[src/rtl/morse_letter_if.sv]
// Letter handoff from the Morse sequencer to the translator: packed code word,
// symbol count and a valid/ready handshake.
interface morse_letter_if #(
  parameter int MAX_SYM = 5
);
  localparam int CODE_W = 2 * MAX_SYM;
  localparam int LEN_W  = $clog2(MAX_SYM + 1);

  logic [CODE_W-1:0] code;
  logic [LEN_W-1:0]  code_len;
  logic              code_valid;
  logic              code_ready;

  modport master (output code, output code_len, output code_valid, input code_ready);
  modport slave  (input code, input code_len, input code_valid, output code_ready);
endinterface

[src/rtl/morse_letter_sequencer.sv]
// Times button presses and gaps, classifies presses as short/long, assembles
// the letter code word and offers it to the translator over valid/ready.
module morse_letter_sequencer #(
  parameter int CNT_W      = 17,
  parameter int SHORT_MAX  = 2000,
  parameter int LONG_MIN   = 4000,
  parameter int LONG_MAX   = 7000,
  parameter int LETTER_GAP = 7000,
  parameter int MAX_SYM    = 5
) (
  input  logic           clk,
  input  logic           rst_n,
  input  logic           tick,
  input  logic           btn_down,
  input  logic           btn_up,
  input  logic           del_pulse,
  input  logic           fin_pulse,
  morse_letter_if.master letter,
  output logic [1:0]     cur_class,
  output logic           overflow,
  output logic           err_pulse
);
  localparam int CODE_W = 2 * MAX_SYM;
  localparam int LEN_W  = $clog2(MAX_SYM + 1);
  localparam logic [CNT_W-1:0] CNT_SAT  = {CNT_W{1'b1}};
  localparam logic [LEN_W-1:0] LEN_FULL = LEN_W'(MAX_SYM);

  typedef enum logic [1:0] {
    IDLE  = 2'd0,
    PRESS = 2'd1,
    GAP   = 2'd2,
    EMIT  = 2'd3
  } state_t;

  state_t            state_r;
  logic [CNT_W-1:0]  cnt_r;
  logic [CODE_W-1:0] code_r;
  logic [LEN_W-1:0]  len_r;
  logic              valid_r;
  logic [1:0]        class_r;
  logic              overflow_r;
  logic              err_r;

  logic [CNT_W-1:0]  cnt_inc_s;
  logic [1:0]        up_class_s;
  logic              handshake_s;

  // Press window for a given tick count: 01 short, 10 long, 11 too long, 00 otherwise.
  function automatic logic [1:0] press_class(input logic [CNT_W-1:0] cnt);
    logic [1:0] cls;
    if (cnt == '0) begin
      cls = 2'b00;
    end else if (cnt < CNT_W'(SHORT_MAX)) begin
      cls = 2'b01;
    end else if (cnt < CNT_W'(LONG_MIN)) begin
      cls = 2'b00;
    end else if (cnt <= CNT_W'(LONG_MAX)) begin
      cls = 2'b10;
    end else begin
      cls = 2'b11;
    end
    return cls;
  endfunction

  assign cnt_inc_s   = (tick && (cnt_r != CNT_SAT)) ? cnt_r + 1'b1 : cnt_r;
  assign up_class_s  = press_class(cnt_r);
  assign handshake_s = valid_r & letter.code_ready;

  // Sequencer FSM: counter, letter assembly, handshake and all registered outputs.
  always_ff @(posedge clk or negedge rst_n) begin
    if (!rst_n) begin
      state_r    <= IDLE;
      cnt_r      <= '0;
      code_r     <= '0;
      len_r      <= '0;
      valid_r    <= 1'b0;
      class_r    <= 2'b00;
      overflow_r <= 1'b0;
      err_r      <= 1'b0;
    end else begin
      err_r <= 1'b0;
      case (state_r)
        IDLE, GAP: begin
          class_r <= 2'b00;
          if (state_r == GAP) begin
            cnt_r <= cnt_inc_s;
          end
          if (btn_down) begin
            state_r <= PRESS;
            cnt_r   <= '0;
          end else if (del_pulse) begin
            // A delete that empties the letter abandons the gap timer.
            if (len_r != '0) begin
              code_r <= code_r >> 2;
              len_r  <= len_r - 1'b1;
              if (len_r == LEN_W'(1)) begin
                state_r <= IDLE;
              end
            end
          end else if (fin_pulse && (len_r != '0)) begin
            state_r <= EMIT;
            valid_r <= 1'b1;
          end else if ((state_r == GAP) && (cnt_r >= CNT_W'(LETTER_GAP))) begin
            if (len_r != '0) begin
              state_r <= EMIT;
              valid_r <= 1'b1;
            end else begin
              state_r <= IDLE;
            end
          end
        end
        PRESS: begin
          if (btn_up) begin
            state_r <= GAP;
            cnt_r   <= '0;
            class_r <= 2'b00;
            case (up_class_s)
              2'b01, 2'b10: begin
                if (len_r == LEN_FULL) begin
                  overflow_r <= 1'b1;
                end else begin
                  code_r <= {code_r[CODE_W-3:0], 1'b1, up_class_s[1]};
                  len_r  <= len_r + 1'b1;
                end
              end
              default: err_r <= 1'b1;
            endcase
          end else begin
            cnt_r   <= cnt_inc_s;
            class_r <= press_class(cnt_inc_s);
          end
        end
        EMIT: begin
          class_r <= 2'b00;
          if (handshake_s) begin
            valid_r    <= 1'b0;
            code_r     <= '0;
            len_r      <= '0;
            overflow_r <= 1'b0;
            err_r      <= del_pulse | fin_pulse;
            // A press arriving with the accept starts the next letter immediately.
            if (btn_down) begin
              state_r <= PRESS;
              cnt_r   <= '0;
            end else begin
              state_r <= IDLE;
            end
          end else begin
            err_r <= btn_down | del_pulse | fin_pulse;
          end
        end
        default: begin
          state_r <= IDLE;
          valid_r <= 1'b0;
        end
      endcase
    end
  end

  assign letter.code       = code_r;
  assign letter.code_len   = len_r;
  assign letter.code_valid = valid_r;
  assign cur_class         = class_r;
  assign overflow          = overflow_r;
  assign err_pulse         = err_r;

endmodule

[src/flat_wrapper.sv]
// flat-port wrapper written by rule: the top's interface ports become plain ports
module morse_letter_sequencer_flat 
#(
  parameter int CNT_W      = 17,
  parameter int SHORT_MAX  = 2000,
  parameter int LONG_MIN   = 4000,
  parameter int LONG_MAX   = 7000,
  parameter int LETTER_GAP = 7000,
  parameter int MAX_SYM    = 5
)
  (clk, rst_n, tick, btn_down, btn_up, del_pulse, fin_pulse, cur_class, overflow, err_pulse, letter_code, letter_code_len, letter_code_valid, letter_code_ready);
  morse_letter_if #(.MAX_SYM(MAX_SYM)) letter_i ();
  input  logic clk;
  input  logic rst_n;
  input  logic tick;
  input  logic btn_down;
  input  logic btn_up;
  input  logic del_pulse;
  input  logic fin_pulse;
  output logic [1:0] cur_class;
  output logic overflow;
  output logic err_pulse;
  output wire logic [$bits(letter_i.code)-1:0] letter_code;
  output wire logic [$bits(letter_i.code_len)-1:0] letter_code_len;
  output wire logic [$bits(letter_i.code_valid)-1:0] letter_code_valid;
  input wire logic [$bits(letter_i.code_ready)-1:0] letter_code_ready;
  assign letter_code = letter_i.code;
  assign letter_code_len = letter_i.code_len;
  assign letter_code_valid = letter_i.code_valid;
  assign letter_i.code_ready = letter_code_ready;
  morse_letter_sequencer #(.CNT_W(CNT_W), .SHORT_MAX(SHORT_MAX), .LONG_MIN(LONG_MIN), .LONG_MAX(LONG_MAX), .LETTER_GAP(LETTER_GAP), .MAX_SYM(MAX_SYM)) u_core (.clk(clk), .rst_n(rst_n), .tick(tick), .btn_down(btn_down), .btn_up(btn_up), .del_pulse(del_pulse), .fin_pulse(fin_pulse), .letter(letter_i), .cur_class(cur_class), .overflow(overflow), .err_pulse(err_pulse));
endmodule
[config.mk]
export PLATFORM = sky130hd
export DESIGN_NAME = morse_letter_sequencer_flat
export DESIGN_NICKNAME = d
export VERILOG_FILES = /design/src/rtl/morse_letter_if.sv /design/src/rtl/morse_letter_sequencer.sv /design/src/flat_wrapper.sv
export SDC_FILE = /design/constraint.sdc
export NUM_CORES = 1
export LEC_CHECK = 0
export CORE_MARGIN = 5
export CORE_UTILIZATION = 45
export CTS_CLUSTER_DIAMETER = 40
export CTS_CLUSTER_SIZE = 30
export DETAILED_ROUTE_END_ITERATION = 7
export DONT_BUFFER_PORTS = 1
export GPL_TIMING_DRIVEN = 0
export PLACE_DENSITY = 0.71
export SYNTH_ARGS = -nofsm -noshare
export SYNTH_HDL_FRONTEND = slang
export SYNTH_SLANG_ARGS = --single-unit
[constraint.sdc]
create_clock -name clk -period 2.5 [get_ports clk]
set_clock_uncertainty 0.1 [all_clocks]
set_input_delay 0.125 -clock clk [delete_from_list [all_inputs] [get_ports clk]]
set_output_delay 0.125 -clock clk [all_outputs]
set_load 0.005 [all_outputs]
==> results by group, run 1 <==
Logic synthesis
  • Compound-Gate Fraction of Synth Area: 29.6%
  • Xor and xnor area share after synthesis: 3.49%
  • Netlist cell types: 59
  • Mux share of post-synthesis cell area: 1.13%
  • Synth Instances: 334
  • Number of warnings issued by yosys: 0
  • #FFs+latches synth: 37
  • Largest family of logic cells by synthesized area: compound AO/OA/AOI/OAI gates
  • Adder-Cell Fraction of Synth Area: 3.17%
  • Mapped cell area: 2760 sq um
  • Sequential share of the synthesized area: 33.5%
  • Simple-gate share of the synthesized area: 22.9%
  • Synth Flop Type: dfrtp_1
  • EDFF count, synth: 0
  • Post-synth ARST share: 100%
  • Syn Area/Cell: 8.26 sq um
  • Synth Net Count: 349

Finish
  • Share of layout cells above drive strength 1: 26.2%
  • Ant. Diodes: 0
  • Fill count: 507
  • Synth-to-Final Area Change: 29.2%
  • Final #Nets: 381
  • Finished layout cell area: 3570 sq um

Timing
  • Final period util: 109%
  • Hold slack final: -0.00203 ns
  • Slew of the pin with the lowest slew margin: 0.656 ns
  • Final Max Tran Viols: 0
  • Final setup fails: 16
  • RSZ-0062 raised after global routing: true
  • Slew headroom: 56.0%
  • Final Hold Vio Count: 1
  • Max Freq: 367 MHz
  • Final min period: 2.72 ns
  • Final worst slack: -0.222 ns

CTS
  • CTS tree: done
  • TritonCTS buffer count: 5
  • Worst-Skew Late Latency: 0.30 ns
  • CTS Buffer Depth: 2
  • Clock Sinks: 37
  • CTS clock-pin slew for the worst setup and hold paths: 0.08 ns
  • Clock Tree Root: clkbuf_8
  • CTS H-Tree Depth: 2

Power and ir drop
  • Int Pwr: 0.00171 W
  • Total power: 0.00316 W
  • Sw power: 0.00145 W
  • Gate power share: 54.8%
  • Leakage power: 1.40 nW
  • Max VDD drop: 0.621 mV
  • Sw Share: 45.9%
  • Reg power frac: 30.6%
  • Power Density: 885 nW/um^2
  • Clock power frac: 14.5%

Job
  • Number of max-cap violations: 0

Floorplan
  • Die area: 7800 sq um
  • Die Height: 88.3 um
  • Horiz. Die Dim: 88.3 um
  • Ports: 26
  • CORE AREA: 5960 sq um
  • Starting Density: 46.3%
  • Row cnt: 28

Global routing
  • Pin count of the biggest net entering global routing: 38
  • Initial antenna violation count: 0
  • Gr usage total: 21.0%
  • Vias in the first global route: 2757
  • First-pass GRT wire length: 13000 um
  • Grt total ovfl: 0

Critical path
  • Reg2reg end: u_core.cur_class[1]$_DFF_PN0_
  • Crit path required time: 2.61 ns
  • Worst path most repeated cell: nor4_2
  • Cells on worst reg2reg path: 10
  • Worst path top cell family by delay: simple AND/OR/NAND/NOR gates
  • CP endpoint kind: register
  • CP Cell Sequence: buf_4, nand4_1, nor4_2, ha_2, and4b_1, nand3_4, nor4_2, o311a_1, o2111ai_1, a41oi_1
  • Crit-path slowest cell: dfrtp_1
  • Setup Crit Path Kind: reg -> reg
  • Worst Setup Start Kind: register
  • FF-to-FF Start: u_core.cnt_r[3]$_DFFE_PN0P_
  • CP Launch Point: u_core.cnt_r[3]$_DFFE_PN0P_
  • R2R Setup Slk: -0.22 ns
  • CP Max Fanout: 10
  • WP data arrival: 2.83 ns
  • Largest stage delay, worst path: 0.39 ns
  • Crit path buffers/inverters: 1

Routing
  • Vias/cell: 6.56
  • DRC errors left: 0
  • Vias: 2898
  • Routed length per instance: 19.0 um
  • Initial DRC count: 243
  • First drt pass iteration count: 5
  • Detail Route Antenna Nets: 0
  • WL final: 8400 um

Worst hold path
  • Hold endpoint: u_core.state_r[1]$_DFFE_PN0P_
  • Hold wc startpoint: del_pulse
  • Hold Crit Class: in -> reg
  • WHS Path Cells: 2

Placed design
  • Hpwl dp: 5420 um
  • Port Buffer Count: 0
  • Placed inst area: 2900 sq um
  • Routability cong.: 0.896

Run status
  • Status: finished with violations
  • Failing checks: negative hold slack, negative setup slack
-- power groups by stage --
| stage | combinational, W | clock [W] | sequential, W |
|---|---|---|---|
| after detailed placement | 0.00128 | 0 | 0.000964 |
| after CTS | 0.00144 | 0.000466 | 0.000955 |
| after global routing | 0.00188 | 0.000495 | 0.000990 |
| after floorplan | 0.000992 | 0 | 0.000906 |
| after global placement | 0.00124 | 0 | 0.000958 |
| final | 0.00173 | 0.000458 | 0.000967 |
-- kinds of logic (layout without fill, tap and decap cells) --
kind of cell             count (synthesis)  after routing
XOR/XNOR                                11             11
AO/OA/AOI/OAI                          120            120
buffers and inverters                   40             73
adder cells (fa/ha/maj)                  7              7
multiplexers                             3              3
flip-flops                              37             37
AND/OR/NAND/NOR                        116            116
-- flip-flops by register name, summed over array words and instances, names as in the netlist --
name / flops
u_core.cnt_r: 17
u_core.cur_class: 2
u_core.err_pulse: 1
u_core.letter.code: 10
u_core.letter.code_len: 3
u_core.letter.code_valid: 1
u_core.overflow: 1
u_core.state_r: 2
-- layout by cell type (no fill, tap or decap), drive strengths merged, types with 3 or more instances in the layout --
| master | instances |
|---|---|
| xnor2 | 9 |
| or3 | 4 |
| a31oi | 9 |
| a32o | 3 |
| nand4 | 11 |
| inv | 15 |
| a21oi | 25 |
| nor3b | 3 |
| buf | 25 |
| nand2 | 24 |
| o31ai | 12 |
| nor2b | 3 |
| o21ai | 34 |
| ha | 7 |
| o211ai | 3 |
| clkinv | 3 |
| clkbuf | 23 |
| or4 | 3 |
| dlygate4sd3 | 7 |
| and3 | 3 |
| nor2 | 24 |
| and4b | 3 |
| nand3 | 15 |
| a2bb2oi | 7 |
| dfrtp | 37 |
| a311oi | 4 |
| nor3 | 7 |
| nand4b | 3 |
| nor4 | 8 |
-- layer usage --
layer	wire length (um)	up-vias	global-route usage (%)	share of wire [%]
met5	0	-	0	0
met4	181	0	7.42	2.2
met3	676	24	4.66	8.1
met2	4150	139	36.8	49
met1	3390	1393	25.2	40
li1	-	1342	-	-
-- through the flow --
| step | instances | util [%] | setup TNS (ns) | setup WS, ns | hold slack [ns] |
|---|---|---|---|---|---|
| after floorplan | 334 | - | -0.147 | -0.0784 | -0.271 |
| after CTS | 434 | 55.3 | -0.400 | -0.164 | 0.00883 |
| final | 442 | 59.9 | -0.708 | -0.222 | -0.00203 |
| after global placement | 409 | 48.7 | -3.77 | -0.551 | -0.270 |
| after global routing | 442 | 59.9 | -2.90 | -0.412 | 0.00194 |
| after detailed placement | 409 | 48.7 | -5.30 | -0.502 | -0.270 |
-- cell type report --
class | count | area (sq um) | area share [%]
well taps | 75 | 93.8 | 2.63
clock buffers | 6 | 82.6 | 2.31
plain buffers | 22 | 131 | 3.68
flip-flops and latches | 37 | 932 | 26.1
inverters | 16 | 60.1 | 1.68
repair buffers | 27 | 265 | 7.44
clock inverters | 2 | 13.8 | 0.386
multi-input cells | 257 | 1990 | 55.7
-- worst max path at each step --
stage	to	slack (ns)	depth (start not counted)
after floorplan	u_core.cur_class[0]$_DFF_PN0_	-0.08	11
after global placement	u_core.cur_class[1]$_DFF_PN0_	-0.55	11
after detailed placement	u_core.cur_class[1]$_DFF_PN0_	-0.50	11
after CTS	u_core.cur_class[0]$_DFF_PN0_	-0.16	10
after global routing	u_core.cur_class[1]$_DFF_PN0_	-0.41	12
final	u_core.cur_class[1]$_DFF_PN0_	-0.22	10
-- cells in the mapped netlist, types with 4 or more instances --
library cell  instances  area, sq um
dfrtp_1              37          926
nor4_1                6         37.5
nor2_1               24         90.1
xnor2_1               9         78.8
o21ai_0              33          165
or3_1                 4         25.0
clkbuf_1             18         67.6
inv_1                15         56.3
nand4_1              11         68.8
nand3_1              15         75.1
o31ai_1              11         82.6
a31oi_1               9         56.3
nor3_1                7         35.0
ha_1                  7         87.6
a2bb2oi_1             6         52.6
nand2_1              23         86.3
a21oi_1              24          120
-- what timing repair did --
action / CTS / global route
buffers inserted: 12 / 6
hold buffers: 7 / 1
pin swaps: 10 / 12
cloned: 0 / 1
endpoints found under the setup margin: 28 / 28
resized for setup: 35 / 46
hold endpoints to repair: 42 / 1
Note: power is estimated with default switching activity, not from simulation.
==> inputs of run 2 (changes only) <==
--- a/config.mk
+++ b/config.mk
@@ -5,14 +5,14 @@
 export SDC_FILE = /design/constraint.sdc
 export NUM_CORES = 1
 export LEC_CHECK = 0
-export CORE_MARGIN = 5
-export CORE_UTILIZATION = 45
+export CORE_MARGIN = 1.5
+export CORE_UTILIZATION = 55
 export CTS_CLUSTER_DIAMETER = 40
 export CTS_CLUSTER_SIZE = 30
 export DETAILED_ROUTE_END_ITERATION = 7
 export DONT_BUFFER_PORTS = 1
 export GPL_TIMING_DRIVEN = 0
-export PLACE_DENSITY = 0.71
+export PLACE_DENSITY = 0.82
 export SYNTH_ARGS = -nofsm -noshare
 export SYNTH_HDL_FRONTEND = slang
 export SYNTH_SLANG_ARGS = --single-unit
==> constraint.sdc (replaced) <==
create_clock -name clk -period 2.5 [get_ports clk]
set_clock_uncertainty 0.1 [all_clocks]
set_input_delay 0.5 -clock clk [delete_from_list [all_inputs] [get_ports clk]]
set_output_delay 0.5 -clock clk [all_outputs]
set_load 0.005 [all_outputs]
==> run 2 against run 1 <==
Against the previous run:
- worst hold slack better by 0.26 ns
- global-route usage is 11 points higher
- wire length grew 7.0%
- via count rose by 4.3%
- the flow finishes with violations (negative setup slack)
- highest routed layer unchanged
- critical path type unchanged
- largest power group unchanged
- sequential cell count unchanged
- sequential share of layout area fell by 0.58 points
- non-clock buffer count is 2 higher
- die area is 30% lower
- register-to-register slack got worse by 0.06 ns
- power grew 2.7%
==> results by group, run 2 (synthesized netlist as in run 1, its figures left out) <==
Power and ir drop
  • Leakage power: 1.47 nW
  • Max VDD drop: 0.421 mV
  • Power Density: 888 nW/um^2
  • Total power: 0.00324 W

Finish
  • Final core utilization: 76.3%
  • Commonest non-fill, non-tap cells in the layout: dfrtp_1 (31), buf_4 (26), o21ai_0 (26)
  • Commonest non-fill, non-tap cell in the layout: dfrtp_1
  • Fill count: 327
  • Finished layout cell area: 3650 sq um
  • Synth-to-Final Area Change: 32.4%
  • Ant. Diodes: 0
  • Share of layout cells above drive strength 1: 30.4%
  • Top reg by flops: u_core.cnt_r
  • Final #Nets: 383
  • Max reg flops: 17

Timing
  • RSZ-0062 raised after global routing: true
  • Setup TNS: -1.10 ns
  • Final Hold Vio Count: 0
  • Final min period: 2.78 ns
  • Slew of the pin with the lowest slew margin: 0.603 ns
  • Final Max Tran Viols: 0
  • Final worst slack: -0.279 ns
  • Slew headroom: 59.5%
  • Final setup fails: 13
  • Max Freq: 360 MHz
  • Final period util: 111%

Routing
  • Vias: 3022
  • Detail Route Antenna Nets: 0
  • WL final: 8980 um
  • Routed length per instance: 20.6 um
  • Vias/cell: 6.93
  • Initial DRC count: 180
  • DRC errors left: 0
  • First drt pass iteration count: 5

Global routing
  • Vias in the first global route: 2866
  • GR Layer Usage met1: 36.1%
  • Initial antenna violation count: 0
  • Grt total ovfl: 0
  • GR peak layer: met2
  • GR met2 Demand/Resource: 54.1%
  • First-pass GRT wire length: 13200 um
  • GR met3 Demand/Resource: 7.13%
  • Pin count of the biggest net entering global routing: 38
  • Gr usage total: 31.6%

Placed design
  • Setup WS pre-CTS: -0.536 ns
  • Placed inst area: 2890 sq um
  • Port Buffer Count: 0
  • Routability cong.: 0.980
  • Hpwl dp: 5230 um

Critical path
  • R2R Setup Slk: -0.28 ns
  • Setup Crit Path Kind: reg -> reg
  • Crit path required time: 2.58 ns
  • WP data arrival: 2.86 ns
  • Worst Setup Start Kind: register
  • CP Max Fanout: 5
  • CP Cell Sequence: ha_4, nand3_4, nor4_4, ha_2, nand4b_1, buf_6, nor4_4, xnor2_2, o311a_1, o21ai_1, a31oi_1, a21oi_1
  • Worst path most repeated cell: nor4_4
  • Largest stage delay, worst path: 0.46 ns
  • Crit-path slowest cell: dfrtp_2
  • CP endpoint kind: register

CTS
  • CTS clock-pin slew for the worst setup and hold paths: 0.08 ns
  • TritonCTS buffer count: 5
  • Clock Sinks: 37
  • CTS Buffer Depth: 2
  • CTS H-Tree Depth: 2
  • Worst-Skew Late Latency: 0.30 ns
  • Clock Tree Root: clkbuf_8
  • CTS tree: done

Floorplan
  • Ports: 26
  • Die area: 5450 sq um
  • Die Height: 73.8 um
  • Starting Density: 57.7%
  • Horiz. Die Dim: 73.8 um
  • CORE AREA: 4790 sq um
  • Row cnt: 25

Run status
  • Status: finished with violations
  • Failing checks: negative setup slack

Worst hold path
  • Hold Crit Class: in -> reg

Job
  • Number of max-cap violations: 0
run 2: cell count changes in the layout (fill, tap and decap cells not counted), sizes merged:
cell,before,now
buf,25,35
dlygate4sd3,7,1
clkbuf,23,20
bufinv,0,2
clkinv,3,1
inv,15,16
run 2: report_power, final:
part / internal, W / switching, W / total (W)
registers: 0.000756 / 0.000194 / 0.000950
clock network: 0.000402 / 0.000250 / 0.000652
logic: 0.000656 / 0.000985 / 0.00164
run 2: cell type report:
| class | instances | area [sq um] | share of cell area [%] |
|---|---|---|---|
| Buffer | 21 | 136 | 3.73 |
| Clock buffer | 5 | 68.8 | 1.88 |
| Clock inverter | 3 | 68.8 | 1.88 |
| Inverter | 16 | 60.1 | 1.64 |
| Multi-Input combinational cell | 257 | 2050 | 56.0 |
| Sequential cell | 37 | 933 | 25.5 |
| Tap cell | 67 | 83.8 | 2.29 |
| Timing Repair Buffer | 30 | 255 | 6.99 |
run 2: worst max-delay path, delay by kind of cell (launching register included):
family                   cells  cell delay (ns)
AO/OA/AOI/OAI                4             0.68
AND/OR/NAND/NOR              4             0.65
flip-flops                   1             0.46
adder cells (fa/ha/maj)      2             0.38
XOR/XNOR                     1             0.21
buffers and inverters        1             0.16
run 2: per-layer routing:
metal  vias up  wire length [um]
li1       1345                 -
met1      1479              3420
met2       150              4440
met3        48               667
met4         0               457
met5         -                 0
run 2: stage by stage:
| step | instances | hold slack (ns) |
|---|---|---|
| 6_report | 436 | 0.260 |
| 5_1_grt | 436 | 0.273 |
| 4_1_cts | 427 | 0.264 |
| 3_5_place_dp | 401 | 0.105 |
| 3_3_place_gp | 401 | 0.105 |
| 2_1_floorplan | 334 | 0.104 |
run 2: final timing paths:
check / startpoint / cells after the start / endpoint
worst max-delay path: u_core.cnt_r[0]$_DFFE_PN0P_ / 12 / u_core.cur_class[0]$_DFF_PN0_
worst min-delay path: btn_down / 2 / u_core.err_pulse$_DFF_PN0_
worst max register to register: u_core.cnt_r[0]$_DFFE_PN0P_ / 12 / u_core.cur_class[0]$_DFF_PN0_
worst min register to register: u_core.letter.code[8]$_DFFE_PN0P_ / 1 / u_core.letter.code[8]$_DFFE_PN0P_
max in group asynchronous: rst_n / 2 / u_core.cnt_r[14]$_DFFE_PN0P_
min in group asynchronous: rst_n / 2 / u_core.cnt_r[4]$_DFFE_PN0P_
run 2: what timing repair did:
item	CTS	global route
setup endpoints to repair	30	32
resized for setup	52	43
hold endpoints to repair	37	0
cloned	0	0
pin swaps	16	25
setup buffers	18	10
hold buffers	2	0
